`config.mk`:
```
export PLATFORM = sky130hd
export DESIGN_NAME = cache_perf_counter_flat
export DESIGN_NICKNAME = d
export VERILOG_FILES = /design/src/rtl/cache_perf_counter_if.sv /design/src/rtl/cache_perf_counter.sv /design/src/flat_wrapper.sv
export SDC_FILE = /design/constraint.sdc
export NUM_CORES = 1
export LEC_CHECK = 0
export BUFFER_PORTS_ARGS = -buffer_cell sky130_fd_sc_hd__clkbuf_2
export CORE_MARGIN = 3
export CORE_UTILIZATION = 50
export CTS_CLUSTER_DIAMETER = 30
export CTS_CLUSTER_SIZE = 28
export DETAILED_ROUTE_END_ITERATION = 6
export GPL_TIMING_DRIVEN = 0
export PLACE_DENSITY = 0.71
export SETUP_SLACK_MARGIN = 0.15
export SYNTH_ARGS = -nofsm -noshare
export SYNTH_HDL_FRONTEND = slang
export SYNTH_SLANG_ARGS = --single-unit
```
`constraint.sdc`:
```
create_clock -name clk_i -period 2.4 [get_ports clk_i]
set_clock_uncertainty 0.1 [all_clocks]
set_input_delay 0.36 -clock clk_i [delete_from_list [all_inputs] [get_ports clk_i]]
set_output_delay 0.36 -clock clk_i [all_outputs]
set_load 0.1 [all_outputs]
```
`src/rtl/cache_perf_counter_if.sv`:
```
// Bus bundle for cache_perf_counter: per-channel event strobes, control,
// snapshot request and the registered snapshot/flag outputs.
interface cache_perf_counter_if #(
    parameter int NUM_CH = 2,
    parameter int CNT_W  = 32,
    parameter int SEL_W  = (NUM_CH > 1) ? $clog2(NUM_CH) : 1
);
    logic [NUM_CH-1:0] acc_i;
    logic [NUM_CH-1:0] hit_i;
    logic [NUM_CH-1:0] miss_i;
    logic              clear_i;
    logic              freeze_i;
    logic              snap_i;
    logic [SEL_W-1:0]  sel_i;
    logic [CNT_W-1:0]  acc_o;
    logic [CNT_W-1:0]  hit_o;
    logic [CNT_W-1:0]  miss_o;
    logic              snap_valid_o;
    logic [NUM_CH-1:0] ovf_o;
    logic [NUM_CH-1:0] err_o;

    // Cache-controller / software side: drives events and requests.
    modport master (
        output acc_i, hit_i, miss_i, clear_i, freeze_i, snap_i, sel_i,
        input  acc_o, hit_o, miss_o, snap_valid_o, ovf_o, err_o
    );

    // Counter block side.
    modport slave (
        input  acc_i, hit_i, miss_i, clear_i, freeze_i, snap_i, sel_i,
        output acc_o, hit_o, miss_o, snap_valid_o, ovf_o, err_o
    );
endinterface

```
`src/rtl/cache_perf_counter.sv`:
```
// Per-channel access/hit/miss event counters with sticky overflow and
// protocol-error flags, read out through a single registered snapshot port.
module cache_perf_counter #(
    parameter int NUM_CH   = 2,
    parameter int CNT_W    = 32,
    parameter int SATURATE = 1,
    parameter int SEL_W    = (NUM_CH > 1) ? $clog2(NUM_CH) : 1
) (
    input logic                 clk_i,
    input logic                 rst_ni,
    cache_perf_counter_if.slave bus
);

    typedef logic [CNT_W-1:0] cnt_t;

    // Returns {overflow, next_value}; an increment at all-ones either
    // sticks or wraps depending on SATURATE, and flags overflow either way.
    function automatic logic [CNT_W:0] bump(input cnt_t v, input logic en);
        logic [CNT_W:0] r;
        if (!en) begin
            r = {1'b0, v};
        end else if (&v) begin
            r = (SATURATE != 0) ? {1'b1, v} : {1'b1, {CNT_W{1'b0}}};
        end else begin
            r = {1'b0, v + cnt_t'(1'b1)};
        end
        return r;
    endfunction

    cnt_t              acc_cnt_q  [NUM_CH];
    cnt_t              acc_cnt_d  [NUM_CH];
    cnt_t              hit_cnt_q  [NUM_CH];
    cnt_t              hit_cnt_d  [NUM_CH];
    cnt_t              miss_cnt_q [NUM_CH];
    cnt_t              miss_cnt_d [NUM_CH];
    logic [CNT_W:0]    acc_b_s    [NUM_CH];
    logic [CNT_W:0]    hit_b_s    [NUM_CH];
    logic [CNT_W:0]    miss_b_s   [NUM_CH];
    logic [NUM_CH-1:0] ovf_q, ovf_d;
    logic [NUM_CH-1:0] err_q, err_d;
    logic [NUM_CH-1:0] ovf_ev_s;
    logic [NUM_CH-1:0] err_ev_s;
    logic [NUM_CH-1:0] acc_en_s;
    logic [NUM_CH-1:0] hit_en_s;
    logic [NUM_CH-1:0] miss_en_s;
    cnt_t              acc_o_q, acc_o_d;
    cnt_t              hit_o_q, hit_o_d;
    cnt_t              miss_o_q, miss_o_d;
    logic              snap_valid_q, snap_valid_d;

    // A hit/miss only counts when it is a clean, unambiguous access result;
    // conflicting or orphaned strobes are flagged as errors instead.
    assign err_ev_s  = (bus.hit_i & bus.miss_i)
                     | ((bus.hit_i | bus.miss_i) & ~bus.acc_i);
    assign acc_en_s  = bus.freeze_i ? {NUM_CH{1'b0}} : bus.acc_i;
    assign hit_en_s  = bus.freeze_i ? {NUM_CH{1'b0}}
                                    : (bus.hit_i & bus.acc_i & ~bus.miss_i);
    assign miss_en_s = bus.freeze_i ? {NUM_CH{1'b0}}
                                    : (bus.miss_i & bus.acc_i & ~bus.hit_i);

    // Candidate next value and overflow indication for every counter.
    always_comb begin
        ovf_ev_s = '0;
        for (int c = 0; c < NUM_CH; c++) begin
            acc_b_s[c]  = bump(acc_cnt_q[c],  acc_en_s[c]);
            hit_b_s[c]  = bump(hit_cnt_q[c],  hit_en_s[c]);
            miss_b_s[c] = bump(miss_cnt_q[c], miss_en_s[c]);
            ovf_ev_s[c] = acc_b_s[c][CNT_W] | hit_b_s[c][CNT_W] | miss_b_s[c][CNT_W];
        end
    end

    // Counter and sticky-flag update; clear overrides everything else.
    always_comb begin
        ovf_d = ovf_q;
        err_d = err_q;
        for (int c = 0; c < NUM_CH; c++) begin
            acc_cnt_d[c]  = acc_cnt_q[c];
            hit_cnt_d[c]  = hit_cnt_q[c];
            miss_cnt_d[c] = miss_cnt_q[c];
        end
        if (bus.clear_i) begin
            ovf_d = '0;
            err_d = '0;
            for (int c = 0; c < NUM_CH; c++) begin
                acc_cnt_d[c]  = '0;
                hit_cnt_d[c]  = '0;
                miss_cnt_d[c] = '0;
            end
        end else begin
            ovf_d = ovf_q | ovf_ev_s;
            err_d = err_q | err_ev_s;
            for (int c = 0; c < NUM_CH; c++) begin
                acc_cnt_d[c]  = acc_b_s[c][CNT_W-1:0];
                hit_cnt_d[c]  = hit_b_s[c][CNT_W-1:0];
                miss_cnt_d[c] = miss_b_s[c][CNT_W-1:0];
            end
        end
    end

    // Snapshot mux: captures pre-edge counter values; out-of-range select reads 0.
    always_comb begin
        acc_o_d      = acc_o_q;
        hit_o_d      = hit_o_q;
        miss_o_d     = miss_o_q;
        snap_valid_d = bus.snap_i;
        if (bus.snap_i) begin
            acc_o_d  = '0;
            hit_o_d  = '0;
            miss_o_d = '0;
            for (int c = 0; c < NUM_CH; c++) begin
                if (bus.sel_i == SEL_W'(c)) begin
                    acc_o_d  = acc_cnt_q[c];
                    hit_o_d  = hit_cnt_q[c];
                    miss_o_d = miss_cnt_q[c];
                end else begin
                    acc_o_d  = acc_o_d;
                end
            end
        end else begin
            snap_valid_d = 1'b0;
        end
    end

    // State registers; reset discards counters, flags and any pending snapshot.
    always_ff @(posedge clk_i or negedge rst_ni) begin
        if (!rst_ni) begin
            for (int c = 0; c < NUM_CH; c++) begin
                acc_cnt_q[c]  <= '0;
                hit_cnt_q[c]  <= '0;
                miss_cnt_q[c] <= '0;
            end
            ovf_q        <= '0;
            err_q        <= '0;
            acc_o_q      <= '0;
            hit_o_q      <= '0;
            miss_o_q     <= '0;
            snap_valid_q <= 1'b0;
        end else begin
            for (int c = 0; c < NUM_CH; c++) begin
                acc_cnt_q[c]  <= acc_cnt_d[c];
                hit_cnt_q[c]  <= hit_cnt_d[c];
                miss_cnt_q[c] <= miss_cnt_d[c];
            end
            ovf_q        <= ovf_d;
            err_q        <= err_d;
            acc_o_q      <= acc_o_d;
            hit_o_q      <= hit_o_d;
            miss_o_q     <= miss_o_d;
            snap_valid_q <= snap_valid_d;
        end
    end

    assign bus.acc_o        = acc_o_q;
    assign bus.hit_o        = hit_o_q;
    assign bus.miss_o       = miss_o_q;
    assign bus.snap_valid_o = snap_valid_q;
    assign bus.ovf_o        = ovf_q;
    assign bus.err_o        = err_q;

endmodule

```
`src/flat_wrapper.sv`:
```
// flat-port wrapper written by rule: the top's interface ports become plain ports
module cache_perf_counter_flat 
#(
    parameter int NUM_CH   = 2,
    parameter int CNT_W    = 32,
    parameter int SATURATE = 1,
    parameter int SEL_W    = (NUM_CH > 1) ? $clog2(NUM_CH) : 1
)
  (clk_i, rst_ni, bus_acc_i, bus_hit_i, bus_miss_i, bus_clear_i, bus_freeze_i, bus_snap_i, bus_sel_i, bus_acc_o, bus_hit_o, bus_miss_o, bus_snap_valid_o, bus_ovf_o, bus_err_o);
  cache_perf_counter_if #(.NUM_CH(NUM_CH), .CNT_W(CNT_W), .SEL_W(SEL_W)) bus_i ();
  input logic clk_i;
  input logic rst_ni;
  input wire logic [$bits(bus_i.acc_i)-1:0] bus_acc_i;
  input wire logic [$bits(bus_i.hit_i)-1:0] bus_hit_i;
  input wire logic [$bits(bus_i.miss_i)-1:0] bus_miss_i;
  input wire logic [$bits(bus_i.clear_i)-1:0] bus_clear_i;
  input wire logic [$bits(bus_i.freeze_i)-1:0] bus_freeze_i;
  input wire logic [$bits(bus_i.snap_i)-1:0] bus_snap_i;
  input wire logic [$bits(bus_i.sel_i)-1:0] bus_sel_i;
  output wire logic [$bits(bus_i.acc_o)-1:0] bus_acc_o;
  output wire logic [$bits(bus_i.hit_o)-1:0] bus_hit_o;
  output wire logic [$bits(bus_i.miss_o)-1:0] bus_miss_o;
  output wire logic [$bits(bus_i.snap_valid_o)-1:0] bus_snap_valid_o;
  output wire logic [$bits(bus_i.ovf_o)-1:0] bus_ovf_o;
  output wire logic [$bits(bus_i.err_o)-1:0] bus_err_o;
  assign bus_i.acc_i = bus_acc_i;
  assign bus_i.hit_i = bus_hit_i;
  assign bus_i.miss_i = bus_miss_i;
  assign bus_i.clear_i = bus_clear_i;
  assign bus_i.freeze_i = bus_freeze_i;
  assign bus_i.snap_i = bus_snap_i;
  assign bus_i.sel_i = bus_sel_i;
  assign bus_acc_o = bus_i.acc_o;
  assign bus_hit_o = bus_i.hit_o;
  assign bus_miss_o = bus_i.miss_o;
  assign bus_snap_valid_o = bus_i.snap_valid_o;
  assign bus_ovf_o = bus_i.ovf_o;
  assign bus_err_o = bus_i.err_o;
  cache_perf_counter #(.NUM_CH(NUM_CH), .CNT_W(CNT_W), .SATURATE(SATURATE), .SEL_W(SEL_W)) u_core (.clk_i(clk_i), .rst_ni(rst_ni), .bus(bus_i));
endmodule
```
==> metrics.csv, run 1 <==
stage,metric,value,unit
outcome,outcome,finished clean,
worst_hold_path,hold_depth,4,
place,portBuffers,110,
setup_path,end_kind,register,
worst_hold_path,min_path_type,in -> reg,
floorplan,initial_core_util,50.9,%
yosys,synth_area_leader_cell,dfrtp_1,
routing,ant_nets,0,
timing,finalCriticalPeriod,2.32,ns
yosys,synth_cell_type_count,76,
routing,routedWlPerCell,20.7,um
yosys,ys_warn_count,0,
pwr,power.density,796,mW/mm^2
timing,setup_slack,0.0803,ns
timing,tns,0,ns
yosys,synth-async-reset-ratio,100,%
worst_hold_path,min_to,u_core.bus.err_o[1],
routing,post_drt_via_cell_ratio,6.33,
yosys,syn-cell-area,0.0156,sq mm
pwr,worst_ir_drop_vdd,526,uV
floorplan,core-area,0.0307,sq mm
setup_path,required,2.77,ns
yosys,synth_area_leaders,"dfrtp_1, a21oi_1, mux2i_1",
yosys,yosysMostFrequentCell,dfrtp_1,
routing,drt_wl_total,50.0,mm
routing,drtPass1Iterations,6,
yosys,ys.flop_type,dfrtp_1,
clock_network,clock_latency,0.57,ns
timing,max_slew_margin,16.4,%
yosys,synth_edf_count,0,
floorplan,die_area,0.0334,sq mm
timing,final-hold-violation-count,0,
setup_path,worstPathArrival,2.69,ns
clock_network,cts_tree,done,
clock_network,cts.sinks,293,
yosys,synth_top_area_share,47.0,%
clock_network,cts_buffer_depth,3,
timing,grt_setup_unrepaired,true,
routing,drc_errors,0,
place,gp_congestion,0.932,
global_route,grt_pass1_wl,75.9,mm
setup_path,reg2regPathDepth,6,
place,dp_slack,-0.536,ns
timing,final-setup-viol-count,0,
yosys,synthCells,1654,
layout,drive_gt1_share,27.9,%
clock_network,root_buffer,clkbuf_16,
global_route,grt_max_degree,88,
place,dp_hpwl,31.7,mm
clock_network,clkSlewWorstSetupHoldPaths,0.05,ns
setup_path,reg2reg_to,u_core.acc_cnt_q[42],
global_route,grt_antenna_before_repair,2,
timing,worst_pin_slew,1.25,ns
setup_path,start_kind,register,
timing,min_period_over_period,96.7,%
yosys,synth_fp_nets,1672,
routing,vias,15300,
setup_path,path_max_fanout,8,
clock_network,h-tree-depth,3,
yosys,yosysSeqAreaShare,47.0,%
floorplan,fp.dieW,183,um
layout,final_nets,1981,
global_route,gr-total-overflow,0,
yosys,avgSynthCellArea,9.44,sq um
floorplan,ios,113,
layout,area_delta_synth_final,33.9,%
routing,first_iter_violations,1528,
yosys,ys_ff_latch,293,
yosys,synthTopCellsByCount,"dfrtp_1, a21oi_1, nor2_1, nand2_1, mux2i_1",
setup_path,worstSetupPathType,reg -> reg,
setup_path,regToRegSetupSlack,0.08,ns
job,cap_violations,0,
global_route,grt_pass1_vias,14400,
worst_hold_path,hp-start,bus_miss_i[1],
global_route,track_usage,28.1,%
timing,final_max_slew_viol_count,0,
pwr,p_leak,8.79,nW
floorplan,die-height,183,um
setup_path,r2r_start,u_core.acc_cnt_q[35],
layout,n_fill_cell,2269,
floorplan,rows,64,
timing,fmaxAchievable,431,MHz
clock_network,cts_made_buffers,71,
## logic make-up (layout without fill, tap and decap cells)
group                    Yosys count  count (layout)  share of synthesized area (%)
other                              0               2                              0
multiplexers                     122             122                           8.07
buffers and inverters            116             480                           3.01
XOR/XNOR                          27              27                           1.51
AND/OR/NAND/NOR                  682             682                           24.3
adder cells (fa/ha/maj)            7               7                          0.545
flip-flops                       293             293                           47.0
AO/OA/AOI/OAI                    407             407                           15.5
## through the flow
step                instance area, sq um  hold WS (ns)  power [mW]  std cells  util, %
finish                             20900         0.119        16.6       2416     68.2
global route                       20900         0.164        17.1       2415     68.1
CTS                                19900         0.107        16.7       2334     64.7
detailed placement                 16700         0.279        6.78       2163     54.6
global placement                   16700         0.391        6.75       2160     54.3
floorplan                          15600       -0.0356        6.38       1654        -
## state kept, by name, indices dropped and copies added (netlist names)
name	flops
u_core.acc_cnt_q	64
u_core.bus.acc_o	32
u_core.bus.miss_o	32
u_core.bus.err_o	2
u_core.bus.hit_o	32
u_core.bus.snap_valid_o	1
u_core.hit_cnt_q	64
u_core.miss_cnt_q	64
u_core.bus.ovf_o	2
## power breakdown
part           internal [mW]  total [mW]  switching, mW  leakage, nW
clock                   6.94        9.90           2.96         1.21
combinational          0.237        1.58           1.34         3.72
sequential              5.08        5.15         0.0723         3.86
## critical path: stages, from the launching register on
cell     delay, ns
dfrtp_2       0.38
nand4_4       0.16
or3_4         0.43
buf_4         0.15
o41ai_4       0.58
o21ai_0       0.21
a21oi_1       0.21
## metal layers
metal | up-vias | share of wire, % | wire (um) | global-route usage (%)
li1 | 6815 | - | - | -
met1 | 7443 | 41 | 20300 | 37.2
met2 | 857 | 47 | 23400 | 44.7
met3 | 184 | 8.2 | 4100 | 4.76
met4 | 2 | 4.3 | 2150 | 14.2
met5 | - | 0.030 | 15 | 0
## cells in the final DEF, fill, tap and decap left out, drive strengths merged, types with 5 or more instances in the layout
master,synthesis,layout
a211oi,6,6
a21oi,225,225
a31o,6,6
a31oi,6,6
and2,7,7
and3,23,23
and4,22,22
buf,21,150
bufinv,0,9
clkbuf,74,275
clkinv,0,14
clkinvlp,0,7
dfrtp,293,293
ha,6,6
inv,21,23
mux2,25,25
mux2i,97,97
nand2,106,106
nand3,54,54
nand4,55,55
nor2,177,177
nor2b,27,27
nor3,16,16
nor4,22,22
nor4b,5,5
o2111ai,5,5
o211ai,8,8
o21a,5,5
o21ai,70,70
o31ai,50,50
o41ai,5,5
or2,15,15
or3,74,74
or4,60,60
xnor2,23,23
## cell type report
cell class,instances,area (sq um),share of cell area (%)
multi-input cells,1245,8390,40.1
flip-flops and latches,293,7400,35.4
clock buffers,96,2060,9.88
repair buffers,236,1580,7.55
well taps,396,495,2.37
plain buffers,95,478,2.29
clock inverters,32,422,2.02
inverters,21,78.8,0.377
diodes,2,5.00,0.0239
## worst max-delay path by stage
stage                          from                 endpoint  slack [ns]
3_3_place_gp                 rst_ni  u_core.bus.snap_valid_o       -5.49
2_1_floorplan  u_core.acc_cnt_q[35]     u_core.acc_cnt_q[61]        0.18
6_report       u_core.acc_cnt_q[35]     u_core.acc_cnt_q[42]        0.08
3_5_place_dp           bus_freeze_i     u_core.hit_cnt_q[31]       -0.54
4_1_cts        u_core.hit_cnt_q[33]     u_core.hit_cnt_q[37]        0.13
5_1_grt                bus_freeze_i     u_core.hit_cnt_q[37]       -0.01
## timing repair
action	in CTS	in global routing
setup endpoints to repair	155	239
hold endpoints to repair	65	0
hold buffers	2	0
cloned	0	1
gates resized for setup	83	137
pin swaps	22	42
setup buffers	41	79
Note: power is estimated with default switching activity, not from simulation.
==> run 2, diff against run 1 <==
Settings changed: CORE_UTILIZATION 50 to 52, PLACE_DENSITY 0.71 to 0.73.
==> metrics.csv, run 2 (same netlist as run 1, synthesis figures left out) <==
stage,metric,value,unit
outcome,outcome,finished clean,
worst_hold_path,min_path_type,in -> reg,
global_route,gr-total-overflow,0,
global_route,grt_pass1_wl,75.2,mm
clock_network,root_buffer,clkbuf_16,
layout,drive_gt1_share,29.7,%
floorplan,fp.dieW,179,um
routing,post_drt_via_cell_ratio,6.48,
timing,min_period_over_period,97.8,%
layout,mostFrequentLayoutCells,"dfrtp_1, a21oi_1, nor2_1",
timing,worst_pin_slew,1.24,ns
setup_path,required,2.73,ns
global_route,grt_max_degree,114,
pwr,power.density,769,mW/mm^2
layout,final_nets,1974,
routing,routedWlPerCell,21.9,um
place,post-place-cells,2151,
layout,final_common_cell,dfrtp_1,
routing,drt_wl_total,52.3,mm
setup_path,worstPathArrival,2.68,ns
floorplan,initial_core_util,53.5,%
timing,final_max_slew_viol_count,0,
pwr,finalPower,16.2,mW
floorplan,core-area,0.0292,sq mm
routing,ant_nets,0,
timing,final-setup-viol-count,0,
floorplan,die-height,179,um
timing,grt_setup_unrepaired,true,
setup_path,path_max_fanout,7,
job,cap_violations,0,
global_route,track_usage,29.3,%
clock_network,cts_made_buffers,67,
pwr,worst_ir_drop_vdd,566,uV
global_route,grt_pass1_vias,14400,
clock_network,cts.sinks,293,
routing,first_iter_violations,1846,
pwr,p_leak,8.77,nW
floorplan,rows,62,
layout,top_regs,"u_core.acc_cnt_q: 64 flops, u_core.hit_cnt_q: 64 flops, u_core.miss_cnt_q: 64 flops",
global_route,grt_antenna_before_repair,3,
place,portBuffers,110,
clock_network,clkSlewWorstSetupHoldPaths,0.05,ns
floorplan,ios,113,
routing,drtPass1Iterations,6,
place,gp_congestion,0.941,
floorplan,die_area,0.0321,sq mm
clock_network,clock_latency,0.55,ns
routing,vias,15500,
setup_path,start_kind,register,
layout,area_delta_synth_final,34.9,%
place,dp_hpwl,31.3,mm
setup_path,end_kind,register,
clock_network,cts_buffer_depth,3,
layout,fin_cells,2391,
setup_path,worstSetupPathType,reg -> reg,
timing,final-hold-violation-count,0,
clock_network,h-tree-depth,3,
routing,drc_errors,0,
timing,max_slew_margin,17.6,%
timing,fmaxAchievable,426,MHz
clock_network,cts_tree,done,
timing,finalCriticalPeriod,2.35,ns
[run 2: through the flow]
stage	hold WS (ns)	worst slack (ns)	util [%]	setup TNS [ns]	area, sq um
final	0.155	0.0523	72.2	0	21100
after global routing	0.244	-0.0155	72.2	-0.0155	21100
after CTS	0.130	0.131	67.5	0	19700
after detailed placement	0.394	-0.511	57.4	-63.54	16700
after global placement	0.393	-5.43	57.1	-1632.71	16600
after floorplan	-0.0356	0.180	-	0	15600
[run 2: critical path, cell delays in order (launching register included)]
cell	delay, ns
dfrtp_2	0.43
nand3_4	0.12
or4_4	0.62
nor4_4	0.38
buf_6	0.21
nor3b_1	0.07
mux2_4	0.30
[run 2: timing repair]
| action | in CTS | in global routing |
|---|---|---|
| hold endpoints to repair | 113 | 0 |
| pin swaps | 22 | 75 |
| gates cloned | 0 | 4 |
| resized for setup | 88 | 197 |
| hold buffers | 2 | 0 |
| setup endpoints to repair | 164 | 168 |
| setup buffers | 34 | 80 |
[run 2: cell type report]
type | count | area, sq um
sequential | 293 | 7400
clock inverter | 34 | 455
timing repair buffer | 233 | 1630
multi-input combinational | 1245 | 8590
clock buffer | 85 | 1910
fill | 1999 | 8100
tap | 384 | 480
antenna | 1 | 2.50
inverter | 21 | 78.8
buffer | 95 | 513
[run 2: where the power goes]
group	internal (mW)	switching (mW)	total (mW)
Combinational	0.236	1.35	1.59
Sequential	5.08	0.0743	5.15
Clock	6.49	2.97	9.46
[run 2: path summary, 6_finish.rpt]
kind,start,end,slack (ns),depth (start not counted)
worst min-delay path,bus_acc_i[0],u_core.bus.err_o[0],0.15,4
max in group asynchronous,rst_ni,u_core.acc_cnt_q[48],0.48,5
min in group asynchronous,rst_ni,u_core.bus.hit_o[19],0.36,3
worst min register to register,u_core.bus.hit_o[17],u_core.bus.hit_o[17],0.42,2
worst max-delay path,u_core.hit_cnt_q[7],u_core.hit_cnt_q[15],0.05,6
worst max register to register,u_core.hit_cnt_q[7],u_core.hit_cnt_q[15],0.05,6
[run 2: layer usage]
metal,wire (um),part of all wire (%),track usage [%]
met3,4510,8.6,5.97
met5,36,0.069,0
met4,2050,3.9,12.0
met2,25200,48,47.3
met1,20400,39,38.7
